--- config.mk ---
export PLATFORM = sky130hd
export DESIGN_NAME = priority_resolver_n_flat
export DESIGN_NICKNAME = d
export VERILOG_FILES = /design/src/rtl/priority_resolver_n_if.sv /design/src/rtl/priority_resolver_n.sv /design/src/flat_wrapper.sv
export SDC_FILE = /design/constraint.sdc
export NUM_CORES = 1
export LEC_CHECK = 0
export CELL_PAD_IN_SITES_DETAIL_PLACEMENT = 2
export CELL_PAD_IN_SITES_GLOBAL_PLACEMENT = 2
export CORE_MARGIN = 2
export CORE_UTILIZATION = 30
export DETAILED_ROUTE_END_ITERATION = 7
export MAX_ROUTING_LAYER = met4
export PLACE_DENSITY_LB_ADDON = 0.1
export SLEW_MARGIN = 20
export SYNTH_ARGS = -nofsm -noshare
export SYNTH_HDL_FRONTEND = slang
export SYNTH_SLANG_ARGS = --single-unit
--- constraint.sdc ---
create_clock -name clk -period 12.2 [get_ports clk]
set_input_delay 1.83 -clock clk [delete_from_list [all_inputs] [get_ports clk]]
set_output_delay 1.83 -clock clk [all_outputs]
set_load 0.02 [all_outputs]
--- src/rtl/priority_resolver_n_if.sv ---
// priority_resolver_n_if: request/acknowledge bus between the
// IRR/IMR logic, the priority resolver and the data-bus block.
interface priority_resolver_n_if #(
  parameter int N = 8,
  parameter int W = $clog2(N)
) ();
  logic [N-1:0] irr;
  logic [N-1:0] imr;
  logic         inta;
  logic         eoi;
  logic         seoi;
  logic [W-1:0] seoi_lvl;
  logic         set_prio;
  logic [W-1:0] prio_lvl;
  logic         rot_mode;
  logic         aeoi_mode;
  logic         smm;
  logic [N-1:0] isr;
  logic         int_req;
  logic [W-1:0] vector_id;
  logic         vector_valid;
  logic         spurious;

  modport master (
    output irr, imr, inta, eoi, seoi, seoi_lvl,
    output set_prio, prio_lvl, rot_mode, aeoi_mode, smm,
    input  isr, int_req, vector_id, vector_valid, spurious
  );

  modport slave (
    input  irr, imr, inta, eoi, seoi, seoi_lvl,
    input  set_prio, prio_lvl, rot_mode, aeoi_mode, smm,
    output isr, int_req, vector_id, vector_valid, spurious
  );
endinterface

--- src/rtl/priority_resolver_n.sv ---
// priority_resolver_n: N-channel 8259A-style priority resolver
// with nested/rotating priority, EOI/AEOI and two-strobe INTA.
module priority_resolver_n #(
  parameter int N = 8,
  parameter int W = $clog2(N)
) (
  input logic clk,
  input logic reset,
  priority_resolver_n_if.slave bus
);
  typedef enum logic {IDLE, ACK} state_t;

  state_t       state_q;
  logic [N-1:0] isr_q, isr_d;
  logic [W-1:0] lp_q, lp_d;
  logic         int_req_q;
  logic [W-1:0] vid_q;
  logic         vv_q;
  logic         spur_q;
  logic         flag_q;

  logic [N-1:0] cand, blk;
  logic         win_f, blk_f, top_f;
  logic [W-1:0] win, blk_top, top;
  logic         pending;
  logic         ack_set, aeoi_clr;
  logic [N-1:0] set_m, clr_m;

  // Highest-priority set member relative to lp; MSB = found.
  function automatic logic [W:0] pick(
    input logic [N-1:0] v,
    input logic [W-1:0] lp
  );
    logic [W-1:0] ch;
    logic [W:0]   res;
    res = '0;
    for (int r = N - 1; r >= 0; r--) begin
      ch = lp + W'(1) + W'(r);
      if (v[ch]) res = {1'b1, ch};
    end
    return res;
  endfunction

  function automatic logic [W-1:0] rank(
    input logic [W-1:0] i,
    input logic [W-1:0] lp
  );
    return i - lp - W'(1);
  endfunction

  // Resolve winner, blocking level and pending request.
  always_comb begin
    cand = bus.irr & ~bus.imr;
    blk  = bus.smm ? (isr_q & ~bus.imr) : isr_q;
    {win_f, win}     = pick(cand, lp_q);
    {blk_f, blk_top} = pick(blk, lp_q);
    {top_f, top}     = pick(isr_q, lp_q);
    pending = win_f &&
      (!blk_f || rank(win, lp_q) < rank(blk_top, lp_q));
  end

  // Next isr and lp; an inta set beats a same-bit clear.
  always_comb begin
    ack_set  = (state_q == IDLE) && bus.inta && win_f;
    aeoi_clr = (state_q == ACK) && bus.inta &&
               bus.aeoi_mode && !flag_q;
    set_m = '0;
    clr_m = '0;
    if (ack_set) set_m[win] = 1'b1;
    if (bus.seoi) clr_m[bus.seoi_lvl] = 1'b1;
    else if (bus.eoi && top_f) clr_m[top] = 1'b1;
    if (aeoi_clr) clr_m[vid_q] = 1'b1;
    isr_d = (isr_q & ~clr_m) | set_m;
    lp_d = lp_q;
    if (bus.set_prio) begin
      lp_d = bus.prio_lvl;
    end else if (bus.rot_mode) begin
      if (bus.seoi) lp_d = bus.seoi_lvl;
      else if (bus.eoi && top_f) lp_d = top;
      else if (aeoi_clr) lp_d = vid_q;
    end
  end

  // In-service register and lowest-priority pointer.
  always_ff @(posedge clk) begin
    if (!reset) begin
      isr_q <= '0;
      lp_q  <= W'(N - 1);
    end else begin
      isr_q <= isr_d;
      lp_q  <= lp_d;
    end
  end

  // Two-strobe acknowledge FSM with registered outputs.
  always_ff @(posedge clk) begin
    if (!reset) begin
      state_q   <= IDLE;
      int_req_q <= 1'b0;
      vid_q     <= '0;
      vv_q      <= 1'b0;
      spur_q    <= 1'b0;
      flag_q    <= 1'b0;
    end else begin
      vv_q   <= 1'b0;
      spur_q <= 1'b0;
      unique case (state_q)
        IDLE: begin
          int_req_q <= pending;
          if (bus.inta) begin
            vid_q   <= win_f ? win : lp_q;
            flag_q  <= !win_f;
            state_q <= ACK;
          end
        end
        ACK: begin
          int_req_q <= 1'b0;
          if (bus.inta) begin
            vv_q    <= 1'b1;
            spur_q  <= flag_q;
            state_q <= IDLE;
          end
        end
        default: state_q <= IDLE;
      endcase
    end
  end

  assign bus.isr          = isr_q;
  assign bus.int_req      = int_req_q;
  assign bus.vector_id    = vid_q;
  assign bus.vector_valid = vv_q;
  assign bus.spurious     = spur_q;
endmodule

--- src/flat_wrapper.sv ---
// flat-port wrapper written by rule: the top's interface ports become plain ports
module priority_resolver_n_flat 
#(
  parameter int N = 8,
  parameter int W = $clog2(N)
)
  (clk, reset, bus_irr, bus_imr, bus_inta, bus_eoi, bus_seoi, bus_seoi_lvl, bus_set_prio, bus_prio_lvl, bus_rot_mode, bus_aeoi_mode, bus_smm, bus_isr, bus_int_req, bus_vector_id, bus_vector_valid, bus_spurious);
  priority_resolver_n_if #(.N(N), .W(W)) bus_i ();
  input logic clk;
  input logic reset;
  input wire logic [$bits(bus_i.irr)-1:0] bus_irr;
  input wire logic [$bits(bus_i.imr)-1:0] bus_imr;
  input wire logic [$bits(bus_i.inta)-1:0] bus_inta;
  input wire logic [$bits(bus_i.eoi)-1:0] bus_eoi;
  input wire logic [$bits(bus_i.seoi)-1:0] bus_seoi;
  input wire logic [$bits(bus_i.seoi_lvl)-1:0] bus_seoi_lvl;
  input wire logic [$bits(bus_i.set_prio)-1:0] bus_set_prio;
  input wire logic [$bits(bus_i.prio_lvl)-1:0] bus_prio_lvl;
  input wire logic [$bits(bus_i.rot_mode)-1:0] bus_rot_mode;
  input wire logic [$bits(bus_i.aeoi_mode)-1:0] bus_aeoi_mode;
  input wire logic [$bits(bus_i.smm)-1:0] bus_smm;
  output wire logic [$bits(bus_i.isr)-1:0] bus_isr;
  output wire logic [$bits(bus_i.int_req)-1:0] bus_int_req;
  output wire logic [$bits(bus_i.vector_id)-1:0] bus_vector_id;
  output wire logic [$bits(bus_i.vector_valid)-1:0] bus_vector_valid;
  output wire logic [$bits(bus_i.spurious)-1:0] bus_spurious;
  assign bus_i.irr = bus_irr;
  assign bus_i.imr = bus_imr;
  assign bus_i.inta = bus_inta;
  assign bus_i.eoi = bus_eoi;
  assign bus_i.seoi = bus_seoi;
  assign bus_i.seoi_lvl = bus_seoi_lvl;
  assign bus_i.set_prio = bus_set_prio;
  assign bus_i.prio_lvl = bus_prio_lvl;
  assign bus_i.rot_mode = bus_rot_mode;
  assign bus_i.aeoi_mode = bus_aeoi_mode;
  assign bus_i.smm = bus_smm;
  assign bus_isr = bus_i.isr;
  assign bus_int_req = bus_i.int_req;
  assign bus_vector_id = bus_i.vector_id;
  assign bus_vector_valid = bus_i.vector_valid;
  assign bus_spurious = bus_i.spurious;
  priority_resolver_n #(.N(N), .W(W)) u_core (.clk(clk), .reset(reset), .bus(bus_i));
endmodule
==> out/results.ini, run 1 <==
[timing]
hold_viol=0
final-max-slew-violation-count=0
rsz0062_at_grt=false
finalWorstPathRequiredPeriod_ns=5.85
max_slew_margin_pct=34.4
worst_pin_slew_ns=0.978
clock-skew-final_ns=0.00172
whs_ns=0.492
setup_viol=0
fin_crit_sh_pct=47.9
tns_ns=0
achievable-frequency_ghz=0.171

[global_routing]
grt_pass1_vias=4620
overflow=0
grt_max_degree=64
grt_first_pass_wirelength_um=26800
antenna_found_initial=0
grt_usage_pct=24.5

[final_layout]
antennaDiodeCount=0
fin_nets=540
drive_above_1_share_pct=14.1
area_growth_pct=16.1

[cts]
root_buffer=clkbuf_16
clock-sinks=19
post_cts_buffers=0
cts_hold_repair.buffers=0
path_clk_slew_ns=0.06
cts.htree.levels=1
clk_latency_ns=0.26
cts_made_buffers=3
clock_path_buffers=2
cts_tree=built
postCtsResizedCells=0

[hold_path]
worstHoldPathType=flop to flop

[synth]
yosys-top-cells-area=mux4_2 (17%), dfxtp_1 (9.5%), mux2i_1 (6.2%), nand2_1 (4.1%), a21oi_1 (2.9%)
yosysTopAreaCell=mux4_2
yosys_warnings=0
synth-seq-cells=19
postSynth.asyncResetShare_pct=0
yosysUniqueCellTypes=81
ys_seq_area_share_pct=9.50
avgSynthCellArea_um2=8.40
netlist_instances=477
synth-edff-count=0
netlist_area_um2=4010
yosysTopAreaCellShare_pct=17.4
syn-num-nets=518
dominantRegCellSynth=dfxtp_1

[setup_path]
endpoint_kind=flop
critPathRequiredTime_ns=12.38
cp_data_arrival_time_ns=6.03
crit_fanout=63
worstSetupPathType=flop to flop
startpoint_type=flop

[job]
drv_cap=0

[floorplanning]
chipHeight_um=120
num_io_pins=45
row_count=42
die_w_um=120
die-area_um2=14300
initial_core_util_pct=30.5
core-area_um2=13100

[detailed_routing]
wl_um=16800
routed_via_density=6.32
post_drt_wl_per_cell_um=25.0
route.detailed.drc=0
ant_nets=0
firstDrtPassIters=7
vias=4263
drtIter0Drc=221

[outcome]
status=completed

[power]
powerDensity_nw_per_um2=170
ir_worst_vdd_mv=0.0525
leakagePower_nw=1.62

[place]
dp_hpwl_um=12500
gp_congestion=0.909
io_buffers=44

## final cells by class
type,count,area [um^2]
Clock inverter,1,5.00
Multi-Input combinational cell,414,3440
Tap cell,176,220
Fill cell,1534,8490
Clock buffer,3,75.1
Timing Repair Buffer,49,478
Inverter,12,45.0
Sequential cell,19,382
## critical path, stage by stage (launching register included)
cell and delay, ns:
dfxtp_2 0.33, buf_4 0.59, ha_1 0.81, xor2_1 0.63, buf_4 0.35, mux4_2 0.39
mux2i_1 0.27, o21ai_0 0.14, o211ai_1 0.17, o211ai_1 0.31, ha_1 0.34, fa_1 0.40
xor2_1 0.16, xnor2_1 0.15, ha_1 0.30, a21oi_1 0.13, a31oi_1 0.06, nor3b_1 0.18
## power breakdown
part | internal (mW) | total [mW] | switching, mW
combinational | 0.259 | 0.615 | 0.356
sequential | 0.0729 | 0.106 | 0.0327
clock | 0.0441 | 0.0706 | 0.0265
## cells in the final DEF, fill, tap and decap left out, types with 8 or more instances in the layout
cell type	netlist	layout
inv_1	9	9
nand2b_1	17	17
a31oi_1	8	8
nand2_1	44	44
a21boi_0	8	8
mux4_2	31	31
a21oi_1	23	23
nand3_1	13	13
dfxtp_1	19	18
o22ai_1	11	11
nor3_1	12	12
nor2b_1	16	16
clkdlybuf4s50_1	0	44
nor3b_1	11	11
mux2i_1	25	25
o21ai_0	19	19
nor2_1	22	22
## flip-flops by register name, indices dropped and copies added (netlist names)
| register | cells |
|---|---|
| u_core.bus.isr | 8 |
| u_core.bus.vector_id | 3 |
| u_core.flag_q | 1 |
| u_core.lp_q | 3 |
| u_core.state_q | 1 |
| u_core.bus.vector_valid | 1 |
| u_core.bus.int_req | 1 |
| u_core.bus.spurious | 1 |
## stage by stage
step	total power, mW	cells	utilization, %	setup WS [ns]	area, um^2
6_report	0.791	674	35.4	6.35	4650
5_1_grt	0.854	674	35.4	5.99	4650
4_1_cts	0.791	674	35.4	6.33	4650
3_5_place_dp	0.716	670	34.8	6.10	4570
3_3_place_gp	0.709	670	34.8	6.26	4570
2_1_floorplan	0.535	477	-	7.12	4010
## logic make-up after synthesis
logic type,synth area share [%]
AND/OR/NAND/NOR,24.0
AO/OA/AOI/OAI,28.7
multiplexers,26.0
buffers and inverters,4.56
flip-flops,9.50
XOR/XNOR,3.72
adder cells (fa/ha/maj),3.50
## worst paths after layout
| kind | depth (start not counted) | from | slack, ns | end |
|---|---|---|---|---|
| worst max-delay path | 17 | u_core.lp_q[0] | 6.35 | u_core.bus.int_req |
| worst max register to register | 17 | u_core.lp_q[0] | 6.35 | u_core.bus.int_req |
| worst min-delay path | 1 | u_core.state_q | 0.49 | u_core.bus.int_req |
| worst min register to register | 1 | u_core.state_q | 0.49 | u_core.bus.int_req |
## routing by layer
| metal | part of all wire [%] | up-vias | track usage, % |
|---|---|---|---|
| li1 | - | 1946 | - |
| met1 | 45 | 2171 | 33.4 |
| met2 | 48 | 129 | 39.6 |
| met3 | 5.4 | 17 | 1.66 |
| met4 | 1.9 | 0 | 6.25 |
| met5 | 0 | - | - |
## cells in the mapped netlist, types with 6 or more instances
cell	number
mux2_2	7
o32ai_1	6
nor3b_1	11
a31oi_1	8
inv_1	9
a21oi_1	23
nand2b_1	17
o22ai_1	11
nand3_1	13
dfxtp_1	19
nand2_1	44
mux4_2	31
nor2b_1	16
buf_2	11
and2_1	6
a21boi_0	8
nor3_1	12
nor2_1	22
o21ai_0	19
mux2i_1	25
o221ai_1	6
clkbuf_1	18
ha_1	8
a221oi_1	7
Note: power is estimated with default switching activity, not from simulation.
==> inputs of run 2 (changes only) <==
==> constraint.sdc (replaced) <==
create_clock -name clk -period 5.55 [get_ports clk]
set_input_delay 0.8325 -clock clk [delete_from_list [all_inputs] [get_ports clk]]
set_output_delay 0.8325 -clock clk [all_outputs]
set_load 0.02 [all_outputs]
==> run 2 against run 1 <==
Register-to-register slack got worse by 5.6 ns. Total power increased by 120%. Clock-buffer cell count unchanged. Clock power increased by 110%. First-iteration DRC count increased by 7.2%. Sequential share of layout area decreased by 0.092 points. Critical path depth decreased by 1. Clock skew increased by 0.0011 ns. Hold slack got worse by 0.0091 ns. Critical endpoint unchanged. Largest cell class unchanged.
==> out/results.ini, run 2 (synthesis results as in run 1) <==
[outcome]
status=completed

[timing]
hold_viol=0
fin_crit_sh_pct=87.4
rsz0062_at_grt=false
tns_ns=0
worst_pin_slew_ns=0.824
finalWorstPathRequiredPeriod_ns=4.85
whs_ns=0.483
clock-skew-final_ns=0.00285
max_slew_margin_pct=44.9
final-max-slew-violation-count=0
achievable-frequency_ghz=0.206
setup_viol=0

[global_routing]
use_met1_pct=32.4
met2_usage_pct=40.2
grt_max_degree=63
grt_first_pass_wirelength_um=26500
busiest_layer=met2
use_met3_pct=1.43
antenna_found_initial=0
overflow=0
grt_usage_pct=23.9
grt_pass1_vias=4667

[setup_path]
critPathSlowestCell=clkdlybuf4s50_1
cp_num_buf_inv=2
max_stage_delay_ns=0.62
path_cells=clkdlybuf4s50_1 > a21boi_0 > a22oi_1 > mux4_2 > nand2_1 > nor3_1 > o31ai_1 > a31oi_1 > a311o_1 > fa_1 > inv_1 > ha_1 > a21o_1 > a21oi_1 > a31oi_1 > nor3b_1
path_depth=16
worstSetupPathType=input port to flop
timing.reg2reg.setup_slack_ns=0.75
startpoint=bus_smm
crit_top_cell=a31oi_1
startpoint_type=input port
endpoint_kind=flop
r2r_end=u_core.bus.int_req
reg2reg_depth=13
endpoint=u_core.bus.int_req
critPathRequiredTime_ns=5.72
crit_fanout=14
critPathTopFamily=compound AO/OA/AOI/OAI gates
rr_startpoint=u_core.lp_q[1]
cp_data_arrival_time_ns=5.03

[detailed_routing]
wl_um=16600
route.detailed.drc=0
vias=4313
post_drt_wl_per_cell_um=24.4
routed_via_density=6.33
firstDrtPassIters=4
drtIter0Drc=237
ant_nets=0

[cts]
cts_hold_repair.buffers=0
cts_made_buffers=3
cts_tree=built
postCtsResizedCells=0
post_cts_buffers=0
cts.htree.levels=1
path_clk_slew_ns=0.06
clock-sinks=19
clock_path_buffers=2
clk_latency_ns=0.25
root_buffer=clkbuf_16

[final_layout]
largest_register_ffs=8
layout_common_cells=nand2_1 (44), clkdlybuf4s50_1 (44), mux4_2 (31)
finalNonFillerCells=681
fill_cells=1523
drive_above_1_share_pct=15.2
area_growth_pct=17.4
antennaDiodeCount=0
fin_nets=547

[place]
io_buffers=44
place_inst=677
gp_congestion=0.820
dp_hpwl_um=12700

[power]
leakagePower_nw=1.66
switching_share_pct=52.1
p_sw_mw=0.918
powerDensity_nw_per_um2=375
p_int_mw=0.845
total_power_mw=1.76
comb_power_share_pct=78.7
pwr-share-clk_pct=8.6
seqPwrFrac_pct=12.8
ir_worst_vdd_mv=0.115

[floorplanning]
num_io_pins=45
core-area_um2=13100
die_w_um=120
die-area_um2=14300
initial_core_util_pct=30.5
chipHeight_um=120
row_count=42

[hold_path]
worstHoldPathType=flop to flop

[job]
drv_cap=0

==> run 2: final cells by class <==
cell class,instances,area (um^2),area share (%)
inverter,12,45.0,0.958
timing repair buffer,56,531,11.3
clock inverter,1,5.00,0.106
multi-input combinational,414,3440,73.3
tap,176,220,4.68
sequential,19,382,8.12
clock buffer,3,75.1,1.60
==> run 2: per-stage QoR <==
| stage | area [um^2] | setup WS (ns) | util (%) |
|---|---|---|---|
| global route | 4700 | 0.263 | 35.8 |
| finish | 4700 | 0.699 | 35.8 |
| floorplan | 4010 | 0.473 | - |
| detailed placement | 4620 | 0.447 | 35.2 |
| global placement | 4620 | 0.649 | 35.2 |
| CTS | 4700 | 0.679 | 35.8 |
==> run 2: worst min path at each step <==
stage,startpoint,endpoint,slack (ns),depth (start not counted)
finish,u_core.state_q,u_core.bus.int_req,0.48,1
global route,u_core.state_q,u_core.bus.int_req,0.53,1
CTS,u_core.state_q,u_core.bus.int_req,0.49,1
detailed placement,u_core.state_q,u_core.bus.int_req,0.48,1
global placement,u_core.state_q,u_core.bus.int_req,0.48,1
floorplan,u_core.state_q,u_core.bus.int_req,0.44,1
==> run 2: power by group through the flow <==
stage / clock, mW / sequential (mW) / combinational [mW]
6_report: 0.151 / 0.225 / 1.39
5_1_grt: 0.162 / 0.229 / 1.52
4_1_cts: 0.153 / 0.223 / 1.39
3_5_place_dp: 0 / 0.226 / 1.38
3_3_place_gp: 0 / 0.226 / 1.34
2_1_floorplan: 0 / 0.207 / 0.969
==> run 2: per-layer routing <==
layer / share of wire, % / up-vias / wire length [um]
li1: - / 1967 / -
met1: 47 / 2219 / 7760
met2: 49 / 111 / 8150
met3: 3.0 / 16 / 496
met4: 1.1 / 0 / 183
met5: 0 / - / 0
